File: config.mk
export PLATFORM = sky130hd
export DESIGN_NAME = cpu_controller_flat
export DESIGN_NICKNAME = d
export VERILOG_FILES = /design/src/rtl/cpu_controller_pkg.sv /design/src/rtl/cpu_controller_if.sv /design/src/rtl/cpu_controller.sv /design/src/flat_wrapper.sv
export SDC_FILE = /design/constraint.sdc
export NUM_CORES = 1
export LEC_CHECK = 0
export ABC_AREA = 1
export CORE_AREA = 3 3 40 42
export DETAILED_ROUTE_END_ITERATION = 10
export DIE_AREA = 0 0 43 45
export GPL_ROUTABILITY_DRIVEN = 0
export PLACE_DENSITY = 0.75
export SLEW_MARGIN = 20
export SYNTH_ARGS = -nofsm -noshare
export SYNTH_HDL_FRONTEND = slang
export SYNTH_SLANG_ARGS = --single-unit
File: constraint.sdc
create_clock -name clk -period 1.4 [get_ports clk]
set_clock_uncertainty 0.1 [all_clocks]
set_input_delay 0.14 -clock clk [delete_from_list [all_inputs] [get_ports clk]]
set_output_delay 0.14 -clock clk [all_outputs]
set_load 0.1 [all_outputs]
File: src/rtl/cpu_controller_pkg.sv
`default_nettype none
// +-----------------------------------------------------------------------+
// | cpu_pkg : shared types and encodings for the CPU control FSM           |
// | Rev 1.0                                                                |
// +-----------------------------------------------------------------------+
package cpu_pkg;

   typedef enum logic [2:0] {
      S_WAIT      = 3'd0,
      S_DECODE    = 3'd1,
      S_WRITE_IMM = 3'd2,
      S_GET_A     = 3'd3,
      S_GET_B     = 3'd4,
      S_EXEC      = 3'd5,
      S_WRITE_REG = 3'd6
   } state_t;

   localparam logic [1:0] NSEL_RN    = 2'b00;
   localparam logic [1:0] NSEL_RD    = 2'b01;
   localparam logic [1:0] NSEL_RM    = 2'b10;

   localparam logic [1:0] VSEL_C     = 2'b00;
   localparam logic [1:0] VSEL_PC    = 2'b01;
   localparam logic [1:0] VSEL_IMM8  = 2'b10;
   localparam logic [1:0] VSEL_MDATA = 2'b11;

   localparam logic [2:0] OPC_MOV    = 3'b110;
   localparam logic [2:0] OPC_ALU    = 3'b101;

   localparam logic [1:0] OP_ADD     = 2'b00;
   localparam logic [1:0] OP_CMP     = 2'b01;
   localparam logic [1:0] OP_AND     = 2'b10;
   localparam logic [1:0] OP_MVN     = 2'b11;
   localparam logic [1:0] OP_MOVIMM  = 2'b10;
   localparam logic [1:0] OP_MOVREG  = 2'b00;

endpackage
`default_nettype wire

File: src/rtl/cpu_controller_if.sv
`default_nettype none
// +-----------------------------------------------------------------------+
// | cpu_controller_if : decode-stage handshake and datapath control bus    |
// | Rev 1.0                                                                |
// +-----------------------------------------------------------------------+
interface cpu_controller_if;

   logic       s;
   logic [2:0] opcode;
   logic [1:0] op;
   logic       w;
   logic [1:0] nsel;
   logic [1:0] vsel;
   logic       loada;
   logic       loadb;
   logic       loadc;
   logic       loads;
   logic       asel;
   logic       bsel;
   logic       write;

   modport master (
      output s, opcode, op,
      input  w, nsel, vsel, loada, loadb, loadc, loads, asel, bsel, write
   );

   modport slave (
      input  s, opcode, op,
      output w, nsel, vsel, loada, loadb, loadc, loads, asel, bsel, write
   );

endinterface
`default_nettype wire

File: src/rtl/cpu_controller.sv
`default_nettype none
// +-----------------------------------------------------------------------+
// | cpu_controller : Moore FSM sequencing MOV/ALU instructions on datapath |
// | Rev 1.0                                                                |
// +-----------------------------------------------------------------------+
module cpu_controller
   import cpu_pkg::*;
(
   input  wire logic       clk,
   input  wire logic       reset_n,
   cpu_controller_if.slave bus
);

   state_t     r_state;
   state_t     w_next_state;
   logic [2:0] r_opcode;
   logic [1:0] r_op;

   // Instruction fields are captured only on the WAIT->DECODE edge so later
   // changes on the decode inputs cannot disturb a running instruction.
   always_ff @(posedge clk or negedge reset_n) begin
      if (!reset_n) begin
         r_state  <= S_WAIT;
         r_opcode <= 3'b000;
         r_op     <= 2'b00;
      end else begin
         r_state <= w_next_state;
         if (r_state == S_WAIT && bus.s) begin
            r_opcode <= bus.opcode;
            r_op     <= bus.op;
         end
      end
   end

   always_comb begin
      w_next_state = r_state;
      case (r_state)
         S_WAIT: begin
            if (bus.s) w_next_state = S_DECODE;
         end
         S_DECODE: begin
            if (r_opcode == OPC_MOV && r_op == OP_MOVIMM)
               w_next_state = S_WRITE_IMM;
            else if (r_opcode == OPC_MOV && r_op == OP_MOVREG)
               w_next_state = S_GET_B;
            else if (r_opcode == OPC_ALU)
               w_next_state = S_GET_A;
            else
               w_next_state = S_WAIT;
         end
         S_WRITE_IMM: w_next_state = S_WAIT;
         S_GET_A:     w_next_state = S_GET_B;
         S_GET_B:     w_next_state = S_EXEC;
         S_EXEC: begin
            if (r_opcode == OPC_ALU && r_op == OP_CMP)
               w_next_state = S_WAIT;
            else
               w_next_state = S_WRITE_REG;
         end
         S_WRITE_REG: w_next_state = S_WAIT;
         default:     w_next_state = S_WAIT;
      endcase
   end

   always_comb begin
      bus.w     = 1'b0;
      bus.nsel  = NSEL_RN;
      bus.vsel  = VSEL_C;
      bus.loada = 1'b0;
      bus.loadb = 1'b0;
      bus.loadc = 1'b0;
      bus.loads = 1'b0;
      bus.asel  = 1'b0;
      bus.bsel  = 1'b0;
      bus.write = 1'b0;
      case (r_state)
         S_WAIT: bus.w = 1'b1;
         S_WRITE_IMM: begin
            bus.vsel  = VSEL_IMM8;
            bus.write = 1'b1;
         end
         S_GET_A: bus.loada = 1'b1;
         S_GET_B: begin
            bus.nsel  = NSEL_RM;
            bus.loadb = 1'b1;
         end
         S_EXEC: begin
            // A MOV of a register passes Rm through the ALU with A forced to zero.
            if (r_opcode == OPC_MOV)
               bus.asel = 1'b1;
            if (r_opcode == OPC_ALU && r_op == OP_CMP)
               bus.loads = 1'b1;
            else
               bus.loadc = 1'b1;
         end
         S_WRITE_REG: begin
            bus.nsel  = NSEL_RD;
            bus.vsel  = VSEL_C;
            bus.write = 1'b1;
         end
         default: ;
      endcase
   end

endmodule
`default_nettype wire

File: src/flat_wrapper.sv
// flat-port wrapper written by rule: the top's interface ports become plain ports
module cpu_controller_flat import cpu_pkg::*;
  (clk, reset_n, bus_s, bus_opcode, bus_op, bus_w, bus_nsel, bus_vsel, bus_loada, bus_loadb, bus_loadc, bus_loads, bus_asel, bus_bsel, bus_write);
  cpu_controller_if bus_i ();
  input  wire logic clk;
  input  wire logic reset_n;
  input wire logic [$bits(bus_i.s)-1:0] bus_s;
  input wire logic [$bits(bus_i.opcode)-1:0] bus_opcode;
  input wire logic [$bits(bus_i.op)-1:0] bus_op;
  output wire logic [$bits(bus_i.w)-1:0] bus_w;
  output wire logic [$bits(bus_i.nsel)-1:0] bus_nsel;
  output wire logic [$bits(bus_i.vsel)-1:0] bus_vsel;
  output wire logic [$bits(bus_i.loada)-1:0] bus_loada;
  output wire logic [$bits(bus_i.loadb)-1:0] bus_loadb;
  output wire logic [$bits(bus_i.loadc)-1:0] bus_loadc;
  output wire logic [$bits(bus_i.loads)-1:0] bus_loads;
  output wire logic [$bits(bus_i.asel)-1:0] bus_asel;
  output wire logic [$bits(bus_i.bsel)-1:0] bus_bsel;
  output wire logic [$bits(bus_i.write)-1:0] bus_write;
  assign bus_i.s = bus_s;
  assign bus_i.opcode = bus_opcode;
  assign bus_i.op = bus_op;
  assign bus_w = bus_i.w;
  assign bus_nsel = bus_i.nsel;
  assign bus_vsel = bus_i.vsel;
  assign bus_loada = bus_i.loada;
  assign bus_loadb = bus_i.loadb;
  assign bus_loadc = bus_i.loadc;
  assign bus_loads = bus_i.loads;
  assign bus_asel = bus_i.asel;
  assign bus_bsel = bus_i.bsel;
  assign bus_write = bus_i.write;
  cpu_controller u_core (.clk(clk), .reset_n(reset_n), .bus(bus_i));
endmodule
==> metrics <==
HPWL after DPL=970 um; Yosys warning total=0; Cell Area, Placed=887 sq um; die area=1940 sq um; distinct cell type count after synthesis=16; Seq/Total Area, Yosys=0.387; Area Overhead vs Synth=101%; initial antenna violation count=0; kind of critical path=flop to primary output; Congestion Overflow GR=0; vias in the first global route=530; largest net degree at the start of global routing=9; Horiz. Die Dim=43 um; first-pass GRT wire length=2060 um; ANT cells=0; synthesized flop and latch total=8; fin area=1040 sq um; TritonCTS clock tree=done; final hold slack=70.5 ps; Longest Clk Path Bufs=2; Pwr Total=2770 uW; Max Cap Viol=0; top-area cell type share of the netlist area=0.387; top post-synthesis cells by area=dfrtp_1 (39%), nand2_1 (17%), inv_1 (7.3%); Final ANT Viol Nets=0; status=finished with violations; Final setup violation count=9; setup tns final=-1080 ps; maximum VDD drop=1.50 mV; RSZ-0062 raised after global routing=true; layout cells sized above 1=0.528; gr usage total=0.139; worst slack, placed=92.2 ps; root buf cell=clkbuf_4; Slew Viols, Final=0; final worst setup slack=-150 ps; drt wl/cell=12.7 um; Mean Syn Cell Area=6.98 sq um; Vias=595; CTS H-tree depth=1; Reg2Reg Launch Point=u_core.r_state[0]$_DFFE_PN0P_; cell taking the most area after synthesis=dfrtp_1; DRT iter0 DRCs=12; Critical Path Source=u_core.r_state[0]$_DFFE_PN0P_; number of remaining DRC errors=0; total CTS buffers=3; Clock Sinks=8; Pleak=0.000495 uW; Routed WL=1560 um; core area=1280 sq um; failing checks=negative setup slack; Rows=13; Crit Path Max Fanout=4; initial core utilization=0.402; Hold Path Class=primary input to async pin; mapped cell area=517 sq um; 1st-pass router iterations=4; Reg clk slew, reported paths=60 ps; Worst setup SP type=flop; Synth Instances=74; DR vias/cell=4.84; hold_buf cts=0; final hold violation count=0; Peak Freq=645 MHz; Final period util=1.11; port bufs=17; Setup crit end kind=primary output; Die H=45 um; CP Data Required Time=1160 ps; clock latency on the worst-skew pair=250 ps; Top-Level Pins=20; crit path time final=1550 ps; PwrDens=2660 nW/um^2; crit path DAT=1310 ps; Final #Nets=117
==> metal layers <==
layer | track usage | vias to the layer above | share of wire
met5 | 0 | - | 0
met4 | 0.0843 | 0 | 0.023
met3 | 0.0159 | 6 | 0.049
met2 | 0.281 | 27 | 0.59
met1 | 0.134 | 280 | 0.34
li1 | - | 282 | -
==> flip-flops by register name (all words and copies together), names as in the netlist <==
register,flops
u_core.r_state,3
u_core.r_op,2
u_core.r_opcode,3
==> path summary, 6_finish.rpt <==
path | endpoint | slack (ps) | depth (start not counted)
min | u_core.r_op[0]$_DFFE_PN0P_ | 70 | 1
min reg2reg | u_core.r_op[0]$_DFFE_PN0P_ | 410 | 2
max reg2reg | u_core.r_op[1]$_DFFE_PN0P_ | 50 | 7
max | bus_loadb | -150 | 5
max in group asynchronous | u_core.r_state[0]$_DFFE_PN0P_ | 830 | 1
min in group clk | u_core.r_opcode[2]$_DFFE_PN0P_ | 320 | 3
==> worst max-delay path, cell delays in order, from the launching register on <==
cell and delay, ps:
dfrtp_2 440, buf_6 150, nor2_4 140, nand2_2 90, inv_2 70, buf_12 170
==> layout make-up <==
type | count | area, sq um
Clock buffer | 4 | 26.3
Fill cell | 66 | 246
Tap cell | 15 | 18.8
Timing Repair Buffer | 32 | 405
Inverter | 13 | 63.8
Multi-Input combinational cell | 51 | 320
Sequential cell | 8 | 204
==> per-stage QoR <==
stage	utilization	std cells
6_report	0.808	123
5_1_grt	0.808	123
4_1_cts	0.752	118
3_5_place_dp	0.690	110
3_3_place_gp	0.690	110
2_1_floorplan	-	75
==> what timing repair did <==
| action | in CTS | in global routing |
|---|---|---|
| pin swaps | 4 | 12 |
| resized for setup | 9 | 10 |
| endpoints found under the setup margin | 10 | 12 |
| hold endpoints to repair | 0 | 0 |
| buffers inserted | 4 | 6 |
==> report_power, final <==
part           switching [uW]  total [uW]  internal [uW]
registers                 130         479            349
logic                    1270        2090            827
clock network            83.8         193            109
total                    1480        2770           1290
==> cells in the mapped netlist, drive strengths merged <==
cell type,number
buf,3
nor3,2
inv,13
nor2,12
dfrtp,8
nand3,6
a21oi,1
conb,1
nand2,28
==> cells by family (layout without fill, tap and decap cells) <==
logic type / Yosys count / in the layout / share of synthesized area
flops: 8 / 8 / 0.387
compound gates: 1 / 1 / 0.00968
buf+inv: 16 / 49 / 0.145
simple gates: 48 / 48 / 0.450
other cells: 1 / 2 / 0.00726
==> cell usage in the layout (no fill, tap or decap), types with 4 or more instances in the layout <==
cell type	synthesis	routed
nand2_1	24	20
buf_12	0	10
buf_4	2	9
clkdlybuf4s50_1	0	7
inv_1	10	6
buf_6	1	6
nand2_2	2	5
nor2_1	9	5
nor2_4	2	5
dfrtp_1	8	5
nand3_1	5	4
(Power assumes the default switching activity.)
